===== config.mk =====
export PLATFORM = sky130hd
export DESIGN_NAME = serial_subtractor_flat
export DESIGN_NICKNAME = d
export VERILOG_FILES = /design/src/rtl/serial_subtractor_pkg.sv /design/src/rtl/serial_subtractor_if.sv /design/src/rtl/serial_subtractor_bit.sv /design/src/rtl/serial_subtractor.sv /design/src/flat_wrapper.sv
export SDC_FILE = /design/constraint.sdc
export NUM_CORES = 1
export LEC_CHECK = 0
export CORE_MARGIN = 1
export CORE_UTILIZATION = 40
export CTS_BUF_LIST = sky130_fd_sc_hd__clkbuf_4 sky130_fd_sc_hd__clkbuf_8
export DETAILED_ROUTE_END_ITERATION = 7
export SLEW_MARGIN = 20
export SYNTH_ARGS = -nofsm -noshare
export SYNTH_HDL_FRONTEND = slang
export SYNTH_SLANG_ARGS = --single-unit

===== constraint.sdc =====
create_clock -name clk -period 1.49 [get_ports clk]
set_input_delay 0.298 -clock clk [delete_from_list [all_inputs] [get_ports clk]]
set_output_delay 0.298 -clock clk [all_outputs]
set_load 0.005 [all_outputs]

===== src/rtl/serial_subtractor_pkg.sv =====
// Shared types and helpers for the bit-serial subtractor.
// Holds the FSM state encoding and the counter-width helper.
package serial_arith_pkg;

    typedef enum logic [1:0] {
        IDLE  = 2'd0,
        SHIFT = 2'd1,
        DONE  = 2'd2
    } ser_state_t;

    // Width of a counter that must reach n-1; never narrower than one bit.
    function automatic int CNT_W(input int n);
        return (n > 2) ? $clog2(n) : 1;
    endfunction

endpackage


===== src/rtl/serial_subtractor_if.sv =====
// Request/response bundle for serial_subtractor.
// The Ovf signal exists only when SERIAL_SUB_OVF_EN is defined.
interface serial_subtractor_if #(
    parameter int N = 4
);
    logic         start;
    logic [N-1:0] A;
    logic [N-1:0] B;
    logic         Bin;
    logic         busy;
    logic         done;
    logic [N-1:0] Diff;
    logic         Bout;
`ifdef SERIAL_SUB_OVF_EN
    logic         Ovf;

    modport master (output start, A, B, Bin, input busy, done, Diff, Bout, Ovf);
    modport slave  (input start, A, B, Bin, output busy, done, Diff, Bout, Ovf);
`else
    modport master (output start, A, B, Bin, input busy, done, Diff, Bout);
    modport slave  (input start, A, B, Bin, output busy, done, Diff, Bout);
`endif
endinterface


===== src/rtl/serial_subtractor_bit.sv =====
// One-bit full subtractor cell: d = a - b - bin, with borrow out.
// Purely combinational; the serial top reuses this single cell every cycle.
module full_subtractor_bit (
    input  logic i_a,
    input  logic i_b,
    input  logic i_bin,
    output logic o_d,
    output logic o_bout
);

    assign o_d    = i_a ^ i_b ^ i_bin;
    assign o_bout = (~i_a & i_b) | (~i_a & i_bin) | (i_b & i_bin);

endmodule


===== src/rtl/serial_subtractor.sv =====
// Bit-serial N-bit subtractor: Diff = A - B - Bin, one bit per clock, LSB first.
// Start/busy/done handshake; results hold until the next completed operation.
// Optional signed overflow output enabled by defining SERIAL_SUB_OVF_EN.
module serial_subtractor
    import serial_arith_pkg::*;
#(
    parameter int N = 4
) (
    input  logic                 clk,
    input  logic                 rst,
    serial_subtractor_if.slave   bus
);

    localparam int CW = CNT_W(N);

    ser_state_t    r_state;
    ser_state_t    w_next_state;
    logic [CW-1:0] r_cnt;
    logic [N-1:0]  r_a;
    logic [N-1:0]  r_b;
    logic [N-1:0]  r_res;
    logic          r_br;
    logic [N-1:0]  r_diff;
    logic          r_bout;

    logic          w_accept;
    logic          w_last;
    logic          w_d;
    logic          w_bout;
    logic [N-1:0]  w_res_next;

`ifdef SERIAL_SUB_OVF_EN
    logic          r_msb_a;
    logic          r_msb_b;
    logic          r_ovf;
`endif

    // A new request is taken whenever the unit is not mid-operation.
    assign w_accept   = bus.start && ((r_state == IDLE) || (r_state == DONE));
    assign w_last     = (r_state == SHIFT) && (r_cnt == CW'(N - 1));
    assign w_res_next = {w_d, r_res[N-1:1]};

    full_subtractor_bit u_bit (
        .i_a    (r_a[0]),
        .i_b    (r_b[0]),
        .i_bin  (r_br),
        .o_d    (w_d),
        .o_bout (w_bout)
    );

    // State register.
    always_ff @(posedge clk or posedge rst) begin
        // NOTE: sequential state uses non-blocking assignments so every flop samples pre-edge values.
        if (rst) begin
            r_state <= IDLE;
        end else begin
            r_state <= w_next_state;
        end
    end

    // Next-state decode: shift for N cycles, then present the result for one cycle.
    always_comb begin
        // NOTE: default first so every path assigns w_next_state and no latch is inferred.
        w_next_state = r_state;
        case (r_state)
            IDLE:    if (bus.start) w_next_state = SHIFT;
            SHIFT:   if (w_last)    w_next_state = DONE;
            DONE:    w_next_state = bus.start ? SHIFT : IDLE;
            default: w_next_state = IDLE;
        endcase
    end

    // Operand capture on accept, then one bit processed per SHIFT cycle.
    always_ff @(posedge clk or posedge rst) begin
        if (rst) begin
            r_a   <= '0;
            r_b   <= '0;
            r_br  <= 1'b0;
            r_res <= '0;
            r_cnt <= '0;
        end else if (w_accept) begin
            r_a   <= bus.A;
            r_b   <= bus.B;
            r_br  <= bus.Bin;
            r_res <= '0;
            r_cnt <= '0;
        end else if (r_state == SHIFT) begin
            r_a   <= r_a >> 1;
            r_b   <= r_b >> 1;
            r_br  <= w_bout;
            r_res <= w_res_next;
            r_cnt <= r_cnt + CW'(1);
        end
    end

    // Result registers update only on the completing edge and hold otherwise.
    always_ff @(posedge clk or posedge rst) begin
        if (rst) begin
            r_diff <= '0;
            r_bout <= 1'b0;
        end else if (w_last) begin
            r_diff <= w_res_next;
            r_bout <= w_bout;
        end
    end

`ifdef SERIAL_SUB_OVF_EN
    // Operand sign bits captured at accept; overflow registered with the result.
    always_ff @(posedge clk or posedge rst) begin
        if (rst) begin
            r_msb_a <= 1'b0;
            r_msb_b <= 1'b0;
            r_ovf   <= 1'b0;
        end else begin
            if (w_accept) begin
                r_msb_a <= bus.A[N-1];
                r_msb_b <= bus.B[N-1];
            end
            if (w_last) begin
                // w_d is the result MSB on the final shift.
                r_ovf <= (r_msb_a ^ r_msb_b) & (r_msb_a ^ w_d);
            end
        end
    end

    assign bus.Ovf = r_ovf;
`endif

    assign bus.busy = (r_state == SHIFT);
    assign bus.done = (r_state == DONE);
    assign bus.Diff = r_diff;
    assign bus.Bout = r_bout;

endmodule


===== src/flat_wrapper.sv =====
// flat-port wrapper written by rule: the top's interface ports become plain ports
module serial_subtractor_flat import serial_arith_pkg::*;
#(
    parameter int N = 4
)
  (clk, rst, bus_start, bus_A, bus_B, bus_Bin, bus_busy, bus_done, bus_Diff, bus_Bout);
  serial_subtractor_if #(.N(N)) bus_i ();
  input  logic clk;
  input  logic rst;
  input wire logic [$bits(bus_i.start)-1:0] bus_start;
  input wire logic [$bits(bus_i.A)-1:0] bus_A;
  input wire logic [$bits(bus_i.B)-1:0] bus_B;
  input wire logic [$bits(bus_i.Bin)-1:0] bus_Bin;
  output wire logic [$bits(bus_i.busy)-1:0] bus_busy;
  output wire logic [$bits(bus_i.done)-1:0] bus_done;
  output wire logic [$bits(bus_i.Diff)-1:0] bus_Diff;
  output wire logic [$bits(bus_i.Bout)-1:0] bus_Bout;
  assign bus_i.start = bus_start;
  assign bus_i.A = bus_A;
  assign bus_i.B = bus_B;
  assign bus_i.Bin = bus_Bin;
  assign bus_busy = bus_i.busy;
  assign bus_done = bus_i.done;
  assign bus_Diff = bus_i.Diff;
  assign bus_Bout = bus_i.Bout;
  serial_subtractor #(.N(N)) u_core (.clk(clk), .rst(rst), .bus(bus_i));
endmodule

==> After elaboration in Yosys (flattened, before gate mapping) <==
Cells that the tools add are included.
Widths: inputs -> output; s select.
{ "totals": {"reg_bits": 22, "word_cells": 42, "in_bits": 12, "out_inout_bits": 7} }
{ "classes": {"reduce_logical": 6, "bitwise": 8, "n_mux": 14, "n_eq_ne": 5, "addsub": 1} }
{ "op_table": {"columns": ["cell", "n"], "rows": [
  ["$mux 4", 6],
  ["$mux 2", 4],
  ["$pmux 2 s3", 1],
  ["$eq 2x2->1 const B", 2],
  ["$and 1x1->1", 3],
  ["$mux 1", 3],
  ["$add 2x1->2 const B", 1],
  ["$eq 2x1->1 const B", 1],
  ["$logic_and 1x1->1", 2],
  ["$logic_not 2->1", 1],
  ["$ne 2x1->1 const B", 1],
  ["$ne 2x2->1 const B", 1],
  ["$or 1x1->1", 2],
  ["$reduce_and 2->1", 1],
  ["$reduce_bool 2->1", 1],
  ["$xor 1x1->1", 2],
  ["$logic_or 1x1->1", 1],
  ["$not 1->1", 1]
]} }

==> Logic depth before layout (Yosys ltp) <==
{ "depth": {"depth_word": 6, "ltp_mapped": 5, "mapped_depth_nobuf": 4} }

==> Cells and area by module <==
A second synthesis with hierarchy kept.
{ "unflattened": {"hier_cells": 84, "area_unflattened_um2": 1036.0} }
{ "by_module_without_submodules": {"columns": ["module", "cells_each", "seq_area_each_um2", "instances", "area_per_inst_um2"], "rows": [
  ["serial_subtractor", 81, 525.5, 1, 1008.5],
  ["full_subtractor_bit", 3, 0.0, 1, 27.5]
]} }

==> Worst setup path before layout <==
No wires, ideal clock.
{ "synth_path": {"path_kind": "reg2reg", "startpoint": "reg u_core.r_state[1]", "endpoint": "reg u_core.r_a[2]", "path_stages_with_launch": 6, "t_arrival_ps": 1054, "setup_time_ps": 126, "n_path_buf": 1, "required_ps": 1364, "path_slack_ps": 310, "synth_period_minus_slack_ps": 1180, "path_cell_list": "dfrtp_1 buf_6 nand2b_4 inv_6 a21oi_4 a221o_1"} }
{ "synth_between": {"elab_cells_between_ends": 7, "cone_classes": "2 x eq/ne; 1 x mux; 4 x reduce/logical"} }
{ "synth_rtl": {"columns": ["item", "line_no", "text"], "rows": [
  ["from (decl)", "serial_subtractor.sv:16", "ser_state_t r_state;"],
  ["from (signal assigned)", "serial_subtractor.sv:57", "r_state <= w_next_state;"],
  ["$eq 2x1->1", null, null],
  ["named net bus_busy", "flat_wrapper.sv:14", "output wire logic [$bits(bus_i.busy)-1:0] bus_busy;"],
  ["$reduce_bool 2->1 (no source line)", null, null],
  ["to (signal assigned)", "serial_subtractor.sv:82", "r_a <= bus.A;"],
  ["to (signal assigned)", "serial_subtractor.sv:88", "r_a <= r_a >> 1;"],
  ["to (decl)", "serial_subtractor.sv:19", "logic [N-1:0] r_a;"]
]} }
The timed path passes the listed nets, and every way through them passes these cells.
A chain may end at the register's enable or synchronous reset.

==> Worst setup path in the final report <==
{ "layout_path": {"startpoint": "reg u_core.r_state[1]", "endpoint": "out bus_busy"} }
{ "layout_between": {"elab_chain_cells": 1} }
{ "layout_lines": {"columns": ["item", "line_no", "text"], "rows": [
  ["$eq 2x1->1", "serial_subtractor.sv:129", "assign bus.busy = (r_state == SHIFT);"],
  ["to (decl)", "flat_wrapper.sv:14", null]
]} }
No other way between the ends.

==> results_dict.tcl <==
set metrics [dict create \
    grt_pass1_wl_um 3260 \
    grt-ovfl-total 0 \
    cp_max_fo 3 \
    crit_required_ns 1.19 \
    final_cells 138 \
    finalWorstSetupSlack_ns 0.0676 \
    root_buffer "clkbuf_4" \
    worstMarginPinSlew_ns 0.273 \
    p_leak_nw 0.672 \
    routed_wl_um 1950 \
    pre_cts_slack_ns -0.0312 \
    cts.sinks 21 \
    grtUsageTotal 0.170 \
    cp-start-kind "register" \
    syn_area_mm2 0.00100 \
    path_class "register to output port" \
    io_buffers 18 \
    nFillCells 195 \
    cts_buffer_depth 2 \
    max-slew-margin-rel 0.818 \
    fp.dieH_um 52.1 \
    cts_hold_buf 0 \
    rsz0062_at_grt "no" \
    busiest_layer "met2" \
    synthCells 81 \
    run_status "finished, final reports clean" \
    reg2reg_depth 5 \
    pin_count 19 \
    power.density_mw_per_mm2 1910 \
    met3_usage 0.0263 \
    netlist_top_cells_area "dfrtp_1 52%, mux2i_1 7.0%, mux2_2 4.5%" \
    rr_startpoint "u_core.r_state[0]" \
    clkTransAtPathRegs_ns 0.11 \
    ys_ff_latch 21 \
    final-hold-violation-count 0 \
    fmaxAchievable_ghz 0.703 \
    dieArea_mm2 0.00271 \
    core-area_mm2 0.00230 \
    end_kind "output port" \
    timing.final.crit_share 0.955 \
    fin_skew_ns 0.00565 \
    met1_usage 0.214 \
    placed_cells 131 \
    setup_violations 0 \
    ant_nets 0 \
    vdd_drop_max_v 0.000972 \
    start_util 0.437 \
    maxCapViolations 0 \
    area_growth_pct 31.5 \
    via_per_inst 5.13 \
    gp_congestion 0.704 \
    numCtsBuffers 3 \
    avgRoutedWirePerCell_um 14.1 \
    synth_fp_nets 95 \
    layout.cells.most_common "dfrtp_1" \
    period_minus_slack_ns 1.42 \
    rows 17 \
    antenna_found_initial 0 \
    synth_cell_type_count 28 \
    grt_pass1_vias 707 \
    maxSlewViolCount 0 \
    cp.arrival_ns 1.12 \
    drc 0 \
    synth_warnings 0 \
    multi_input_area_um2 419 \
    ys_seq_area_frac 0.524 \
    htree_levels 1 \
    synth_top_area_cell "dfrtp_1" \
    synth_top_area_frac 0.524 \
    antennaDiodeCount 0 \
    synth_area_per_cell_um2 12.4 \
    grt_max_degree 22 \
    cts_tree "done" \
    hold_path.class "primary input to asynchronous set/reset pin" \
    ff2ff_setup_slack_ns 0.13 \
    drt_iter0_markers 8 \
    r2r_end "u_core.r_a[2]" \
    clk_latency_ns 0.30 \
    use_met2 0.276 \
    final_layout_size_suffix_gt1_frac 0.255 \
    nets 125 \
    mostFrequentLayoutCells "21 x dfrtp_1, 11 x clkdlybuf4s50_1, 10 x buf_4" \
    dr.pass1.iters 4 \
    die_w_um 52.1 \
    seq_area_um2 526 \
    hpwl_um 1380 \
    vias 708 \
]
==> worst max-delay path, cell delays in order (launching register included) <==
cell	delay, ns
dfrtp_1	0.41
nand2b_4	0.17
inv_6	0.05
clkdlybuf4s15_1	0.19
==> per-stage QoR <==
stage / utilization / hold slack (ns) / area (um2) / total power, mW / TNS (ns)
floorplan: - / 0.275 / 1000 / 1.78 / 0
detailed placement: 0.548 / 0.483 / 1260 / 2.22 / -0.0312
global placement: 0.548 / 0.465 / 1260 / 2.19 / -0.000323
CTS: 0.568 / 0.310 / 1300 / 2.55 / 0
global route: 0.575 / 0.374 / 1320 / 2.72 / 0
finish: 0.575 / 0.306 / 1320 / 2.52 / 0
==> worst max-delay path by stage <==
stage,startpoint,end,slack (ns),cells past startpoint
6_report,u_core.r_state[1],bus_busy,0.07,3
5_1_grt,u_core.r_state[1],bus_busy,0.01,3
4_1_cts,u_core.bus.Diff[3],bus_Diff[3],0.01,1
3_5_place_dp,bus_start,u_core.r_a[2],-0.03,4
3_3_place_gp,bus_start,u_core.r_a[2],-0.0003,4
2_1_floorplan,u_core.r_state[1],u_core.r_a[2],0.31,5
==> registers in the layout, summed over array words and instances (netlist names) <==
register,count
u_core.bus.Diff,4
u_core.r_a,4
u_core.r_b,4
u_core.r_res,3
u_core.r_cnt,2
u_core.r_state,2
u_core.bus.Bout,1
u_core.r_br,1
==> layer usage <==
metal	vias to the layer above	routed length (um)	part of all wire
li1	349	-	-
met1	339	911	0.47
met2	16	937	0.48
met3	4	68	0.035
met4	0	32	0.016
met5	-	0	0
==> logic make-up (layout without fill, tap and decap cells) <==
logic type,after synthesis,after routing,synth area share
buffers and inverters,10,39,0.0586
flip-flops,21,21,0.524
AND/OR/NAND/NOR,14,14,0.105
multiplexers,11,11,0.115
adder cells (fa/ha/maj),2,2,0.0324
AO/OA/AOI/OAI,23,23,0.166
==> Yosys cell counts (all sizes together) <==
| cell type | number |
|---|---|
| nand2b | 2 |
| a211oi | 4 |
| ha | 1 |
| and3 | 1 |
| clkbuf | 1 |
| a21oi | 7 |
| a221o | 1 |
| a22o | 3 |
| mux2i | 7 |
| o22ai | 1 |
| inv | 6 |
| nand3 | 3 |
| nand2 | 2 |
| o211a | 1 |
| buf | 3 |
| nand3b | 1 |
| o21ai | 5 |
| mux2 | 4 |
| nor2b | 2 |
| and2b | 3 |
| o2bb2ai | 1 |
| dfrtp | 21 |
| fa | 1 |
==> where the power goes <==
group	total, mW	switching, mW	internal, mW
sequential	1.01	0.176	0.833
combinational	1.22	0.537	0.684
clock	0.291	0.169	0.123
total	2.52	0.882	1.64
==> cell type report <==
cell class                      instances  share of cell area
Sequential cell                        21               0.398
Clock buffer                            4              0.0227
Multi-Input combinational cell         50               0.318
Inverter                                6              0.0209
Tap cell                               28              0.0265
Timing Repair Buffer                   29               0.214
==> what timing repair did <==
item / 4_1_cts / 5_1_grt
gates resized for setup: 3 / 7
pin swaps: 0 / 0
gates cloned: 0 / 0
endpoints found under the setup margin: 2 / 7
setup buffers: 2 / 1
(Power assumes the default switching activity.)
